--- src/rtl/fp_accum.sv ---
// rtl/fp_accum.sv - multi-cycle fp32 accumulator summing LEN products per result
// Optional: define FP_ACCUM_SAT_EN to saturate exponent overflow instead of wrapping.
module fp_accum #(
  parameter int XLEN = 32,
  parameter int LEN  = 4
) (
  input  logic            clk,
  input  logic            rst_n,
  input  logic            in_valid,
  output logic            in_ready,
  input  logic [XLEN-1:0] in_data,
  output logic            out_valid,
  input  logic            out_ready,
  output logic [XLEN-1:0] out_data,
  output logic            busy
);

  typedef enum logic [2:0] {IDLE, ALIGN, ADD, NORM, OUT} state_t;

  localparam logic [7:0] LEN_W = 8'(LEN);

  state_t          state;
  logic [XLEN-1:0] acc;
  logic [XLEN-1:0] opnd;
  logic [7:0]      count;
  logic [23:0]     man_big;
  logic [23:0]     man_small;
  logic [7:0]      exp_big;
  logic            sign_big;
  logic            sign_small;
  logic [24:0]     sum;
  logic            sum_sign;

  function automatic logic [4:0] lzc24(input logic [23:0] v);
    lzc24 = 5'd24;
    for (int i = 0; i < 24; i++) begin
      if (v[i]) lzc24 = 5'(23 - i);
    end
  endfunction

  // A zero exponent drops the hidden bit, so zero operands fall out of the normal alignment path.
  logic [7:0]  ea, eb, diff;
  logic [23:0] ma, mb, shifted;
  logic        a_big;

  always_comb begin
    ea      = acc[30:23];
    eb      = opnd[30:23];
    ma      = {|ea, acc[22:0]};
    mb      = {|eb, opnd[22:0]};
    a_big   = (ea >= eb);
    diff    = a_big ? (ea - eb) : (eb - ea);
    shifted = (diff >= 8'd25) ? 24'd0 : ((a_big ? mb : ma) >> diff);
  end

  logic [4:0]        lz;
  logic signed [9:0] norm_exp;
  logic [23:0]       norm_man;
  logic [31:0]       norm_word;

  always_comb begin
    lz = lzc24(sum[23:0]);
    if (sum[24]) begin
      norm_man = sum[24:1];
      norm_exp = $signed({2'b00, exp_big}) + 10'sd1;
    end else begin
      norm_man = sum[23:0] << lz;
      norm_exp = $signed({2'b00, exp_big}) - $signed({5'b00000, lz});
    end
    if (sum == 25'd0 || norm_exp <= 10'sd0)
      norm_word = 32'd0;
`ifdef FP_ACCUM_SAT_EN
    else if (norm_exp > 10'sd254)
      norm_word = {sum_sign, 8'hFE, 23'h7FFFFF};
`endif
    else
      norm_word = {sum_sign, norm_exp[7:0], norm_man[22:0]};
  end

  always_ff @(posedge clk or negedge rst_n) begin
    if (!rst_n) begin
      state      <= IDLE;
      acc        <= '0;
      opnd       <= '0;
      count      <= '0;
      out_valid  <= 1'b0;
      out_data   <= '0;
      man_big    <= '0;
      man_small  <= '0;
      exp_big    <= '0;
      sign_big   <= 1'b0;
      sign_small <= 1'b0;
      sum        <= '0;
      sum_sign   <= 1'b0;
    end else begin
      case (state)
        IDLE: begin
          if (in_valid) begin
            opnd  <= in_data;
            count <= count + 8'd1;
            state <= ALIGN;
          end
        end
        ALIGN: begin
          if (a_big) begin
            man_big    <= ma;
            man_small  <= shifted;
            exp_big    <= ea;
            sign_big   <= acc[31];
            sign_small <= opnd[31];
          end else begin
            man_big    <= mb;
            man_small  <= shifted;
            exp_big    <= eb;
            sign_big   <= opnd[31];
            sign_small <= acc[31];
          end
          state <= ADD;
        end
        ADD: begin
          if (sign_big == sign_small) begin
            sum      <= {1'b0, man_big} + {1'b0, man_small};
            sum_sign <= sign_big;
          end else if (man_big >= man_small) begin
            sum      <= {1'b0, man_big - man_small};
            sum_sign <= sign_big;
          end else begin
            sum      <= {1'b0, man_small - man_big};
            sum_sign <= sign_small;
          end
          state <= NORM;
        end
        NORM: begin
          acc <= norm_word;
          if (count < LEN_W) begin
            state <= IDLE;
          end else begin
            out_data  <= norm_word;
            out_valid <= 1'b1;
            state     <= OUT;
          end
        end
        OUT: begin
          if (out_ready) begin
            out_valid <= 1'b0;
            acc       <= '0;
            count     <= '0;
            state     <= IDLE;
          end
        end
        default: state <= IDLE;
      endcase
    end
  end

  assign in_ready = (state == IDLE);
  assign busy     = (state != IDLE);

endmodule

--- config.mk ---
export PLATFORM = sky130hd
export DESIGN_NAME = fp_accum
export DESIGN_NICKNAME = d
export VERILOG_FILES = /design/src/rtl/fp_accum.sv
export SDC_FILE = /design/constraint.sdc
export NUM_CORES = 1
export LEC_CHECK = 0
export CAP_MARGIN = 20
export CORE_ASPECT_RATIO = 1.75
export CORE_UTILIZATION = 50
export CTS_CLUSTER_SIZE = 12
export DETAILED_ROUTE_END_ITERATION = 6
export GPL_ROUTABILITY_DRIVEN = 0
export PLACE_DENSITY = 0.74
export SLEW_MARGIN = 20
export SYNTH_ARGS = -nofsm -noshare
export SYNTH_HDL_FRONTEND = slang
export SYNTH_SLANG_ARGS = --single-unit
--- constraint.sdc ---
create_clock -name clk -period 5 [get_ports clk]
set_clock_uncertainty 0.15 [all_clocks]
set_input_delay 1 -clock clk [delete_from_list [all_inputs] [get_ports clk]]
set_output_delay 1 -clock clk [all_outputs]
set_load 0.01 [all_outputs]
== Word-level counts from Yosys, hierarchy flattened ==
Cells that the tools add are included.
W data, S select, Z words.
Operators by class
  add/sub/neg operators: 8
  $lt $le $gt $ge: 5
  equality and inequality tests: 8
  shift-type cells: 2
  multiplexer cells: 50
  bitwise operators: 1
  reductions and logical operators: 14
Operators by type and width (count)
  $mux W5: 23
  $mux W24: 4
  $mux W32: 2
  $pmux W32 S2: 1
  $sub A24 B24 Y24: 2
  $mux W8: 4
  $add A24 B24 Y25: 1
  $logic_not A25 Y1: 1
  $mux W25: 1
  $ge A24 B24 Y1: 1
  $shl A24 B5 Y23: 1
  $shr A24 B8 Y24: 1
  $mux W23: 1
  $pmux W8 S2: 1
  $reduce_or A8 Y1: 2
  $sub A8 B8 Y8: 2
  $pmux W3 S5: 1
  $le A10 B1 Y1 const B: 1
  $mux W10: 1
  $add A8 B1 Y9 const B: 1
  $mux W3: 3
  $sub A8 B5 Y9: 1
  $add A8 B1 Y8 const B: 1
  $ge A8 B5 Y1 const B: 1
  17 further kinds: 30
Storage, ports and cells
  bits in registers: 192
  input port bits: 36
  output and inout bits: 35

== Longest topological paths before layout ==
Gate-level depths: netlist of run 1.
  word-level depth: 30
  gate-level depth with buffers: 21
  gate-level depth less buffers: 19

== Worst setup path after synthesis of run 1 ==
OpenSTA, ideal clock, no wires.
  path kind: register to register
  from: register sum[23]
  to: register acc[26]
  setup time: 66 ps
  arrival: 4143 ps
  setup slack: 641 ps
  stages on the path, launching flop included: 19
  buffers on the path: 4
  period minus slack after synthesis: 4359 ps
  path through: dfrtp_1 clkbuf_1 nor2_1 o211ai_1 a31oi_1 inv_1 buf_2 buf_2 fa_1 a21o_1 a21oi_1 nor2b_1 o41ai_1 xor2_1 nor4_1 a21o_1 nor2_1 clkbuf_1 a22o_1
On the way
  word-level cells in the longest chain between the ends: 7
  elaborated cells on any way between the ends: 8
  those cells by class: add/sub: 1; order compare: 1; mux: 4; reduce/logical: 2
RTL lines
  start, declared: RTL line 31  | logic [24:0] sum;
  start signal, assigned: RTL line 122  | sum <= {1'b0, man_big} + {1'b0, man_small};
  start signal, assigned: RTL line 125  | sum <= {1'b0, man_big - man_small};
  start signal, assigned: RTL line 128  | sum <= {1'b0, man_small - man_big};
  $mux W5: RTL line 37  | if (v[i]) lzc24 = 5'(23 - i);
  $sub A8 B5 Y9: RTL line 68  | norm_exp = $signed({2'b00, exp_big}) - $signed({5'b00000, lz});
  $mux W10: RTL line 63  | if (sum[24]) begin
  $le A10 B1 Y1: RTL line 70  | if (sum == 25'd0 || norm_exp <= 10'sd0)
  $logic_or A1 B1 Y1: RTL line 70
  $mux W32 *: RTL line 70
  $pmux W32 S2 *: RTL line 96  | case (state)
  end signal, assigned: RTL line 134  | acc <= norm_word;
  end, declared: RTL line 23  | logic [XLEN-1:0] acc;
Mark *: on every way between the ends. The rest lies on a longest branch, timed or not.
A chain may end at the register's enable or synchronous reset.

== Final worst setup path of run 1 ==
  from: register sum[20]
  to: register acc[18]
On the way
  word-level cells in the longest chain between the ends: 10
  elaborated cells on any way between the ends: 13
  those cells by class: add/sub: 1; order compare: 1; shift: 1; mux: 8; reduce/logical: 2
RTL lines (RTL line)
  $mux W5 (4 in a row): 37
  $sub A8 B5 Y9: 68
  $mux W10: 63
  $le A10 B1 Y1: 70
  $logic_or A1 B1 Y1: 70
  $mux W32 *: 70
  $pmux W32 S2 *: 96
Marked as above.

==> impl_summary.md, run 1 <==
Clock network
The number of sinks handled by clock tree synthesis is 192. The cell sitting at the root of the clock tree is a clkbuf_16. After clock tree synthesis, the clock-pin slew on the worst setup and hold paths is around 0.080 ns. Clock latency on the worst-skew pair, taken at its later pin, is 0.46 ns. TritonCTS built the clock tree.

The clock passes through at most 2 buffers. The hold buffer count at CTS is 0. The number of buffers created by CTS is 17. Buffers added to address setup during post-CTS repair amount to 0. The H-tree depth is 4.

Drt
The first routing iteration left 1,450 violations. The residual antenna-violating net count after detailed routing is 0. In the final routed layout, each cell accounts on average for approximately 23 µm. The routed layout has between 10,000 and 15,000 vias. The first TritonRoute pass finished after 6 iterations. Dividing the detail-routed via count by the number of cells gives about 6.5. The total DRC errors in the routed layout is 0. Summed over all layers, the routed wires come to approximately 51 mm.

Yosys
The unique cell type count in the Yosys netlist is 97. The post-synthesis cell count is 1,798. In the post-synthesis netlist, the biggest area contributors are dfrtp_1 31%, ha_1 7.6%, o21ai_0 5.1%. Among all flip-flop cells after synthesis, the most frequent one is dfrtp_1. After synthesis the netlist holds a flip-flop and latch count of approximately 190. A synthesized cell averages roughly 8.5 µm². The share of Yosys cell area claimed by the top area cell type is 31.3%. The cell type with the largest total area after synthesis is dfrtp_1.

The number of warnings reported in the yosys synthesis log is 0. The async set-or-reset flop fraction in the synthesized netlist is 100%. By instance count, the leading cell after synthesis is nand2_1.

The commonest cells after synthesis are 205 x nand2_1, 192 x dfrtp_1, 156 x o21ai_0. Counting every net in the synthesized netlist gives roughly 1,900. The synthesized area is approximately 15,000 µm². Yosys mapped a number of flops with a built-in enable equal to 0. The share of the Yosys chip area taken by registers is 31.3%.

Timing
Setup violations remaining at the end of the flow were counted as 0. In this run the tightest slew margin relative to its limit is a little over a third. Based on the critical path, the design can be clocked at up to roughly 210 MHz. The actual transition at the worst max-transition pin is 0.944 ns. The number of hold violations in the final report is 0. The number of pins exceeding their max-slew limit in the final report came to 0. Setup repair after global routing left no endpoint under its margin. In the post-route analysis, the smallest setup slack over all paths is 0.284 ns. The minimum period implied by the final worst setup slack is approximately 4.7 ns. In the finished design, the share of the clock period the worst path needs comes to between 90% and 100%.

Global route
The initial antenna violation count is 0. The first global-routing pass estimated 78.5 mm of wire. The via count of the first global-routing pass came to 14,161. The total overflow left after global routing is 0. The overall routing resource usage is between 30% and 40%. The largest net degree at the start of global routing is slightly below 100.

Critical path
At the worst endpoint, the arrival time is ~5 ns. The critical path is of the flip-flop to flip-flop type. Setup slack on the worst reg-to-reg path comes out at roughly 0.28 ns.

The element type at the critical path end is a flip-flop. STA classifies the critical path startpoint as a flip-flop. The largest fanout on the critical path is 25. The worst endpoint required time is 5.17 ns.

Placed design
The count of buffers added on input and output ports is 70. Before CTS, the worst setup slack after placement is -0.171 ns. The detailed placement HPWL is approximately 39 mm.

Hold path
The min-delay analysis places its worst path in the category flip-flop to flip-flop.

Floorplan
The number of placement rows is 84. The chip width is 135 µm. The area of the core is roughly 30,000 µm². The top-level port count is approximately 70. The die covers 31,500 µm².

Once the floorplan was initialized, standard cells occupied between 50% and 60% of the core. The die is 234 µm tall.

Finish
The area of all sequential standard cells is between 4000 and 5000 µm². The number of fill cells is about 2,600. The total area of multi-input combinational cells is about 9700 µm². In the final layout, the share of cells above drive strength 1 is 9.76%. The layout-stage area growth over the synthesis result is 11.5%. The final-stage net count is 1,956.

Flow run
The total of max-cap violations is 0.

Run status
The flow ran to the end, and the final reports show no timing, DRC or antenna violations.
-- critical path, stage by stage, from the launching register on --
cell and delay (ns):
dfrtp_1 0.49, nand2b_1 0.14, a21oi_1 0.14, or2_1 0.33
nor4_4 0.38, nor2_4 0.09, inv_1 0.10, ha_1 0.16
inv_1 0.05, fa_1 0.40, a21o_1 0.19, a21oi_1 0.22
nor2b_1 0.11, o41ai_2 0.27, xor2_1 0.14, nor4_1 0.29
a21o_1 0.21, buf_4 0.29, nand2b_4 0.28, o21ai_0 0.14
-- layout make-up --
cell class	instances	area share (%)
clock buffers	18	2.56
clock inverters	14	1.09
diodes	1	0.0146
repair buffers	117	6.24
well taps	387	2.83
multi-input cells	1381	56.8
flip-flops and latches	192	28.0
inverters	112	2.45
-- metrics by stage --
stage | util, % | hold WS [ns] | setup TNS, ns | instance area, µm² | cells
3_5_place_dp | 54.6 | 0.315 | -0.555 | 16500 | 2189
6_report | 56.8 | 0.334 | 0 | 17100 | 2222
3_3_place_gp | 54.6 | 0.313 | 0 | 16500 | 2189
4_1_cts | 56.6 | 0.334 | 0 | 17100 | 2221
2_1_floorplan | - | 0.322 | 0 | 15400 | 1798
5_1_grt | 56.8 | 0.368 | 0 | 17100 | 2221
-- logic make-up (layout without fill, tap and decap cells) --
logic type / after synthesis / in the layout / share of synthesized area, %
multiplexers: 143 / 143 / 11.9
AO/OA/AOI/OAI: 555 / 555 / 23.4
XOR/XNOR: 42 / 42 / 2.39
AND/OR/NAND/NOR: 542 / 542 / 16.6
flip-flops: 192 / 192 / 31.3
adder cells (fa/ha/maj): 99 / 99 / 8.35
buffers and inverters: 225 / 261 / 6.08
other: 0 / 1 / 0
-- what timing repair did --
action,CTS,global route
hold endpoints to repair,0,0
gates resized for setup,2,6
endpoints found under the setup margin,29,41
gates cloned,0,0
-- cell usage in the layout (no fill, tap or decap), types with 8 or more instances in the layout --
cell type and count:
nand2_1 205, dfrtp_1 192, o21ai_0 156, nor2_1 121, a21oi_1 119, inv_1 112
ha_1 93, mux2i_1 77, clkdlybuf4s50_1 69, nand3_1 54, buf_4 46, mux2_2 37
nor3_1 33, a21o_1 26, a22o_1 25, o31ai_1 24, xnor2_1 23, a31oi_1 20
a211oi_1 20, mux4_2 19, o22ai_1 18, and2_1 17, o211ai_1 17, clkbuf_16 17
xor2_1 16, nor4_1 14, nand2b_1 14, o21bai_1 13, a22oi_1 12, o21ai_1 12
and3_1 11, a32oi_1 11, nor2b_1 10, nand4_1 10, o21a_1 9, or2_2 8
-- worst paths after layout --
path / from / to / cells after the start
worst max-delay path: sum[20] / acc[18] / 19
worst min-delay path: out_data[3] / out_data[3] / 2
worst max register to register: sum[20] / acc[18] / 19
worst min register to register: out_data[3] / out_data[3] / 2
max in group asynchronous: rst_n / man_big[0] / 2
min in group asynchronous: rst_n / out_data[23] / 1
-- sequential cells by signal, indices dropped and copies added, names as in the netlist --
register	count
out_valid	1
man_small	24
exp_big	8
sum_sign	1
sign_big	1
acc	32
sum	25
man_big	24
sign_small	1
opnd	32
count	8
out_data	32
state	3
-- routing by layer --
metal	vias up	routed length, µm	GRT usage, %	share of wire [%]
met3	267	2560	4.45	5.1
met4	0	4820	26.7	9.5
met5	-	0	0	0
li1	6570	-	-	-
met1	6955	17700	34.5	35
met2	702	25500	58.9	50
Power of run 1 is left out: the tool's default activity adds up to more than one toggle a clock period on the data nets, which glitch-free logic cannot reach.
==> inputs of run 2 (changes only) <==
DONT_BUFFER_PORTS = 1   (was unset)
PLACE_DENSITY = 0.71   (was 0.74)
==> run 2 against run 1 <==
  * First-iteration DRC count shrank 6.1%
  * Setup slack gained 0.046 ns
  * Final cell count shrank 3.3%
  * Critical path type unchanged
  * Highest routed layer unchanged
==> impl_summary.md, run 2 (same netlist as run 1, synthesis figures left out) <==
Floorplan
The die span in y is 234 µm (unchanged). The number of placement rows is 84 (unchanged). The chip width is 135 µm (unchanged). The die outline area came to 31,500 µm² (unchanged). The top-level port count is 71 (unchanged).

The effective utilization at floorplan is 51.0% (unchanged). The area of the core came to 30,200 µm² (unchanged).

Critical path
The reg-to-reg critical path endpoint is acc[14] (was acc[18]). The largest fanout on the critical path is 25 (unchanged). The number of cells traversed by the worst register-to-register path was 19 (unchanged). The element type at the critical path end is a flip-flop (unchanged). The worst endpoint data arrival time is 4.85 ns (was 4.88 ns).

The start-to-end type of the worst setup path was flip-flop to flip-flop (unchanged). The critical register-to-register path startpoint is sum[1] (was sum[20]). The flop-to-flop setup slack was 0.33 ns (was 0.28 ns).

The startpoint type of the worst setup path is a flip-flop (unchanged). The worst endpoint required time is 5.18 ns (was 5.17 ns).

Timing
The sum of negative setup slack was 0 ns (unchanged). RSZ-0062 raised after global routing: no (unchanged). The number of hold violations in the final report is 0 (unchanged). The final clock period utilization by the worst path is 93.4% (was 94.3%). The worst-case headroom to the max-slew limit is 36.4% (was 36.5%). The achievable frequency is 214 MHz (was 212 MHz). The actual transition at the worst max-transition pin was 0.951 ns (was 0.944 ns). The final setup violation count is 0 (unchanged). The number of pins exceeding their max-slew limit in the final report came to 0 (unchanged). The minimum period implied by the final worst setup slack is 4.67 ns (was 4.72 ns).

Clock network
The hold buffer count at CTS is 0 (unchanged). The H-tree depth is 4 (unchanged). The cell at the root of the clock tree is clkbuf_16 (unchanged).

The number of buffers created by CTS came to 17 (unchanged). The clock network latency to the later pin of the worst-skew pair came to 0.48 ns (was 0.46 ns). The maximum number of buffers from clock root to sink is 2 (unchanged). The CTS tree is built (unchanged). The number of post-CTS setup repair buffers is 0 (unchanged). The count of instances resized after the clock tree is built is 2 (unchanged). The clock transition time at the flip-flop clock pins of the worst setup and hold paths is 0.08 ns (about the same). The number of sinks handled by clock tree synthesis was 192 (unchanged).

Finish
The layout-stage area growth over the synthesis result is 6.64% (was 11.5%). The final-stage net count came to 1,882 (was 1,956). Most frequent cells in the layout: 204 x nand2_1, 192 x dfrtp_1, 156 x o21ai_0 (was 205 x nand2_1, 192 x dfrtp_1, 156 x o21ai_0).

Registers with the highest flip-flop counts: acc x32, opnd x32, out_data x32 (unchanged). The fraction of final layout cells with drive strength greater than 1 is 9.89% (was 9.76%). The core occupancy in the finished layout came to 54.3% (was 56.8%). The leading cell type in the layout, fill and taps excluded is nand2_1 (unchanged).

Global route
The remaining global-route overflow came to 0 (unchanged). The via count of the first global-routing pass is 13,690 (was 14,161). The overall routing resource usage was 32.8% (was 33.0%). The largest net degree at the start of global routing is 193 (was 97). The first-pass GRT wire length is 77.4 mm (was 78.5 mm).

The initial antenna violation count was 0 (unchanged).

Drt
The via total after detailed routing came to 14,125 (was 14,494). The number of vias per cell is 6.58 (was 6.52). The total DRC errors in the routed layout came to 0 (unchanged).

The routed wirelength normalized by instance count is 23.4 µm (was 22.8 µm). The count of routing violations after the opening detailed-route iteration is 1,361 (was 1,450). The number of optimization iterations in the first detailed-route pass is 6 (unchanged). The residual antenna-violating net count after detailed routing is 0 (unchanged). The total wirelength of the detailed-routed design is 50.3 mm (was 50.6 mm).

Run status
Status: completed (unchanged).

Flow run
The total of max-cap violations is 0 (unchanged).

Placed design
The count of port buffers added during placement was 0 (was 70). The detailed placement HPWL is 38.3 mm (was 38.8 mm).

Hold path
The worst min-delay path category was input pin to async pin (was flip-flop to flip-flop).
-- run 2: cell count changes in the layout (fill, tap and decap cells not counted), moves of 2 or more --
cell	delta
inv_8	-2
clkdlybuf4s50_1	-69
buf_4	-5
clkinv_4	-2
inv_6	+3
clkinv_8	+2
-- run 2: layout make-up --
cell class,instances,area (µm²)
sequential,192,4800
clock buffer,18,439
timing repair buffer,43,339
tap,387,484
multi-input combinational,1381,9710
inverter,112,420
fill,2694,13800
antenna,1,2.50
clock inverter,14,189
-- run 2: worst max path at each step --
stage | to | from
3_5_place_dp | acc[17] | sum[1]
6_report | acc[14] | sum[1]
4_1_cts | acc[14] | sum[1]
5_1_grt | acc[14] | sum[1]
3_3_place_gp | acc[19] | sum[1]
2_1_floorplan | acc[26] | sum[23]
-- run 2: stage by stage --
step | hold slack, ns | cells | area, µm² | setup slack, ns
after global routing | 0.0730 | 2147 | 16400 | 0.0964
after detailed placement | 0.390 | 2115 | 15700 | -0.152
final | 0.0740 | 2148 | 16400 | 0.330
after global placement | 0.373 | 2115 | 15700 | 0.0222
after CTS | 0.0630 | 2147 | 16400 | 0.101
after floorplan | 0.322 | 1798 | 15400 | 0.641
-- run 2: worst max-delay path: stages, from the launching register on --
cell and delay, ns:
dfrtp_1 0.45, nand2b_1 0.19, a221oi_2 0.29, nor4_2 0.11, nor4_4 0.34, nor2_4 0.11, inv_1 0.07, ha_1 0.15
inv_1 0.05, fa_1 0.40, a21o_1 0.20, a21oi_1 0.22, nor2b_1 0.09, o41ai_1 0.33, xor2_1 0.17, nor4_1 0.33
a21o_1 0.24, buf_6 0.23, nand2b_4 0.26, o21ai_0 0.12
-- run 2: metal layers --
layer  vias up  track usage (%)  routed length, µm
met4         0             29.2               5120
li1       6427                -                  -
met2       717             56.6              24800
met5         -                0                  0
met1      6713             34.3              17500
met3       268             5.21               2910
Power of run 2 is left out for the same reason.
==> inputs of run 3 (changes only) <==
clock period = 4.4 ns   (was 5 ns; I/O delays follow)
==> run 3 against run 2 <==
  * The flow now finishes with violations (design-rule violations, negative hold slack)
  * Utilization up 1.8 points
  * Die area unchanged
  * Register-to-register slack worse by 0.12 ns
  * Fmax increased by 12%
  * Non-clock buffer count up 61
  * Final cell count up 2.8%
  * Via count is 2.8% higher
  * Clock-buffer cell count decreased by 1
  * Critical path type unchanged
  * Critical endpoint is now acc[10]
==> impl_summary.md, run 3 (same netlist as run 1, synthesis figures left out) <==
Run status
Status: finished, violations left (was completed). The final reports fail on design-rule violations, negative hold slack.

Global route
The first-pass GRT wire length is 78.9 mm (was 77.4 mm). The largest net degree at the start of global routing was 193 (unchanged). The via count of the first global-routing pass is 13,953 (was 13,690). The initial antenna violation count is 1 (was 0). The remaining global-route overflow is 0 (unchanged). The overall routing resource usage is 33.3% (was 32.8%).

Clock network
The number of sinks handled by clock tree synthesis is 192 (unchanged). The clock transition time at the flip-flop clock pins of the worst setup and hold paths is 0.08 ns (about the same). The cell at the root of the clock tree is clkbuf_16 (unchanged).

The maximum number of buffers from clock root to sink is 2 (unchanged). The number of buffers created by CTS is 17 (unchanged). The clock network latency to the later pin of the worst-skew pair is 0.47 ns (was 0.48 ns). The CTS tree is built (unchanged). The H-tree depth is 4 (unchanged).

Timing
The minimum period implied by the final worst setup slack is 4.19 ns (was 4.67 ns). The final setup violation count came to 0 (unchanged). The least setup slack across all paths after layout is 0.214 ns (was 0.330 ns). The worst hold slack across all endpoints came to -0.0484 ns (was 0.0740 ns). The actual transition at the worst max-transition pin is 0.957 ns (was 0.951 ns).

The achievable frequency was 239 MHz (was 214 MHz). The sum of negative setup slack is 0 ns (unchanged). The number of pins exceeding their max-slew limit in the final report is 0 (unchanged). The worst-case headroom to the max-slew limit was 36.0% (was 36.4%). The final clock period utilization by the worst path came to 95.1% (was 93.4%). The number of hold violations in the final report came to 37 (was 0).

Critical path
The reg-to-reg critical path endpoint is acc[10] (was acc[14]). The largest fanout on the critical path is 17 (was 25). The number of cells traversed by the worst register-to-register path is 20 (was 19). The startpoint type of the worst setup path is a flip-flop (unchanged). The flop-to-flop setup slack is 0.21 ns (was 0.33 ns).

The highest cell delay on the worst timing path came to 0.38 ns (was 0.45 ns). The worst endpoint required time came to 4.63 ns (was 5.18 ns). Critical Path, Cell by Cell: nand2b_4 > a221oi_4 > nor4_4 > nor4_4 > nor2_4 > inv_2 > ha_2 > inv_1 > fa_2 > a21o_1 > a21oi_2 > nor2b_2 > o41ai_2 > xor2_1 > nor4_2 > a21o_2 > buf_12 > nand2b_4 > buf_12 > o31ai_4 (was nand2b_1 > a221oi_2 > nor4_2 > nor4_4 > nor2_4 > inv_1 > ha_1 > inv_1 > fa_1 > a21o_1 > a21oi_1 > nor2b_1 > o41ai_1 > xor2_1 > nor4_1 > a21o_1 > buf_6 > nand2b_4 > o21ai_0).

The critical path buffer and inverter count was 4 (was 3). The start-to-end type of the worst setup path was flip-flop to flip-flop (unchanged). The worst endpoint data arrival time is 4.41 ns (was 4.85 ns).

The element type at the critical path end is a flip-flop (unchanged). The gate family responsible for the most delay along the worst path was compound AO/OA/AOI/OAI gates (was simple AND/OR/NAND/NOR gates). The slowest library cell on the worst path is dfrtp_1 (unchanged). The critical register-to-register path startpoint is sum[1] (unchanged).

Drt
The via total after detailed routing is 14,516 (was 14,125). The number of optimization iterations in the first detailed-route pass was 7 (was 6). The number of vias per cell is 6.57 (was 6.58). The count of routing violations after the opening detailed-route iteration is 1,375 (was 1,361). The routed wirelength normalized by instance count is 23.5 µm (was 23.4 µm).

The total wirelength of the detailed-routed design is 51.8 mm (was 50.3 mm). The residual antenna-violating net count after detailed routing came to 0 (unchanged). The total DRC errors in the routed layout was 7 (was 0).

Finish
The leading cell type in the layout, fill and taps excluded is nand2_1 (unchanged). The final-stage net count is 1,943 (was 1,882). Registers with the highest flip-flop counts: acc x32, opnd x32, out_data x32 (unchanged). Most frequent cells in the layout: 204 x nand2_1, 192 x dfrtp_1, 155 x o21ai_0 (was 204 x nand2_1, 192 x dfrtp_1, 156 x o21ai_0).

The number of standard cells in the final layout excluding fillers is 2,208 (was 2,148). The fraction of final layout cells with drive strength greater than 1 was 13.5% (was 9.89%). The layout-stage area growth over the synthesis result is 10.2% (was 6.64%).

Placed design
The detailed placement HPWL was 39.5 mm (was 38.3 mm). The count of port buffers added during placement is 0 (unchanged). The total placed cells including tap cells was 2,168 (was 2,115). The worst-case setup slack after placement is -0.415 ns (was -0.152 ns).

Floorplan
The die span in y is 234 µm (unchanged). The effective utilization at floorplan is 51.0% (unchanged). The top-level port count is 71 (unchanged). The number of placement rows is 84 (unchanged). The area of the core was 30,200 µm² (unchanged). The chip width is 135 µm (unchanged). The die outline area is 31,500 µm² (unchanged).

Hold path
The worst min-delay path category was input pin to async pin (unchanged).

Flow run
The total of max-cap violations is 0 (unchanged).
## run 3: cell count changes in the layout (fill, tap and decap cells not counted), sizes merged
cell	previous run	this run
buf	43	103
inv	119	120
clkinv	6	3
bufinv	1	2
clkinvlp	0	1
## run 3: layer usage
layer | vias to the layer above | global-route usage, % | routed length [µm] | share of wire [%]
met5 | - | 0 | 0 | 0
met4 | 0 | 29.7 | 5450 | 11
met3 | 264 | 4.86 | 2930 | 5.7
met2 | 772 | 58.8 | 25700 | 50
met1 | 6935 | 34.1 | 17700 | 34
li1 | 6545 | - | - | -
## run 3: area by class of cell
class | count | area, µm²
Antenna cell | 1 | 2.50
Clock buffer | 17 | 425
Clock inverter | 14 | 189
Inverter | 112 | 420
Tap cell | 387 | 484
Timing Repair Buffer | 104 | 831
Multi-Input combinational cell | 1381 | 9780
Fill cell | 2663 | 13200
Sequential cell | 192 | 4800
## run 3: how the worst max path moves through the flow
| stage | startpoint | endpoint | depth (start not counted) |
|---|---|---|---|
| floorplan | sum[23] | acc[26] | 18 |
| global placement | sum[1] | acc[19] | 20 |
| detailed placement | sum[1] | acc[17] | 20 |
| CTS | sum[1] | acc[10] | 21 |
| global route | sum[4] | acc[10] | 20 |
| finish | sum[1] | acc[10] | 20 |
## run 3: stage by stage
step | utilization (%) | instance area (µm²)
after floorplan | - | 15400
after global placement | 53.5 | 16100
after detailed placement | 53.5 | 16100
after CTS | 55.6 | 16800
after global routing | 56.1 | 16900
final | 56.1 | 16900
## run 3: timing repair
| item | CTS | global route |
|---|---|---|
| buffers inserted | 1 | 6 |
| gates resized for setup | 5 | 17 |
| setup endpoints to repair | 42 | 45 |
| cloned | 0 | 1 |
| hold endpoints to repair | 192 | 192 |
| pin swaps | 3 | 11 |
Power of run 3 is left out for the same reason.
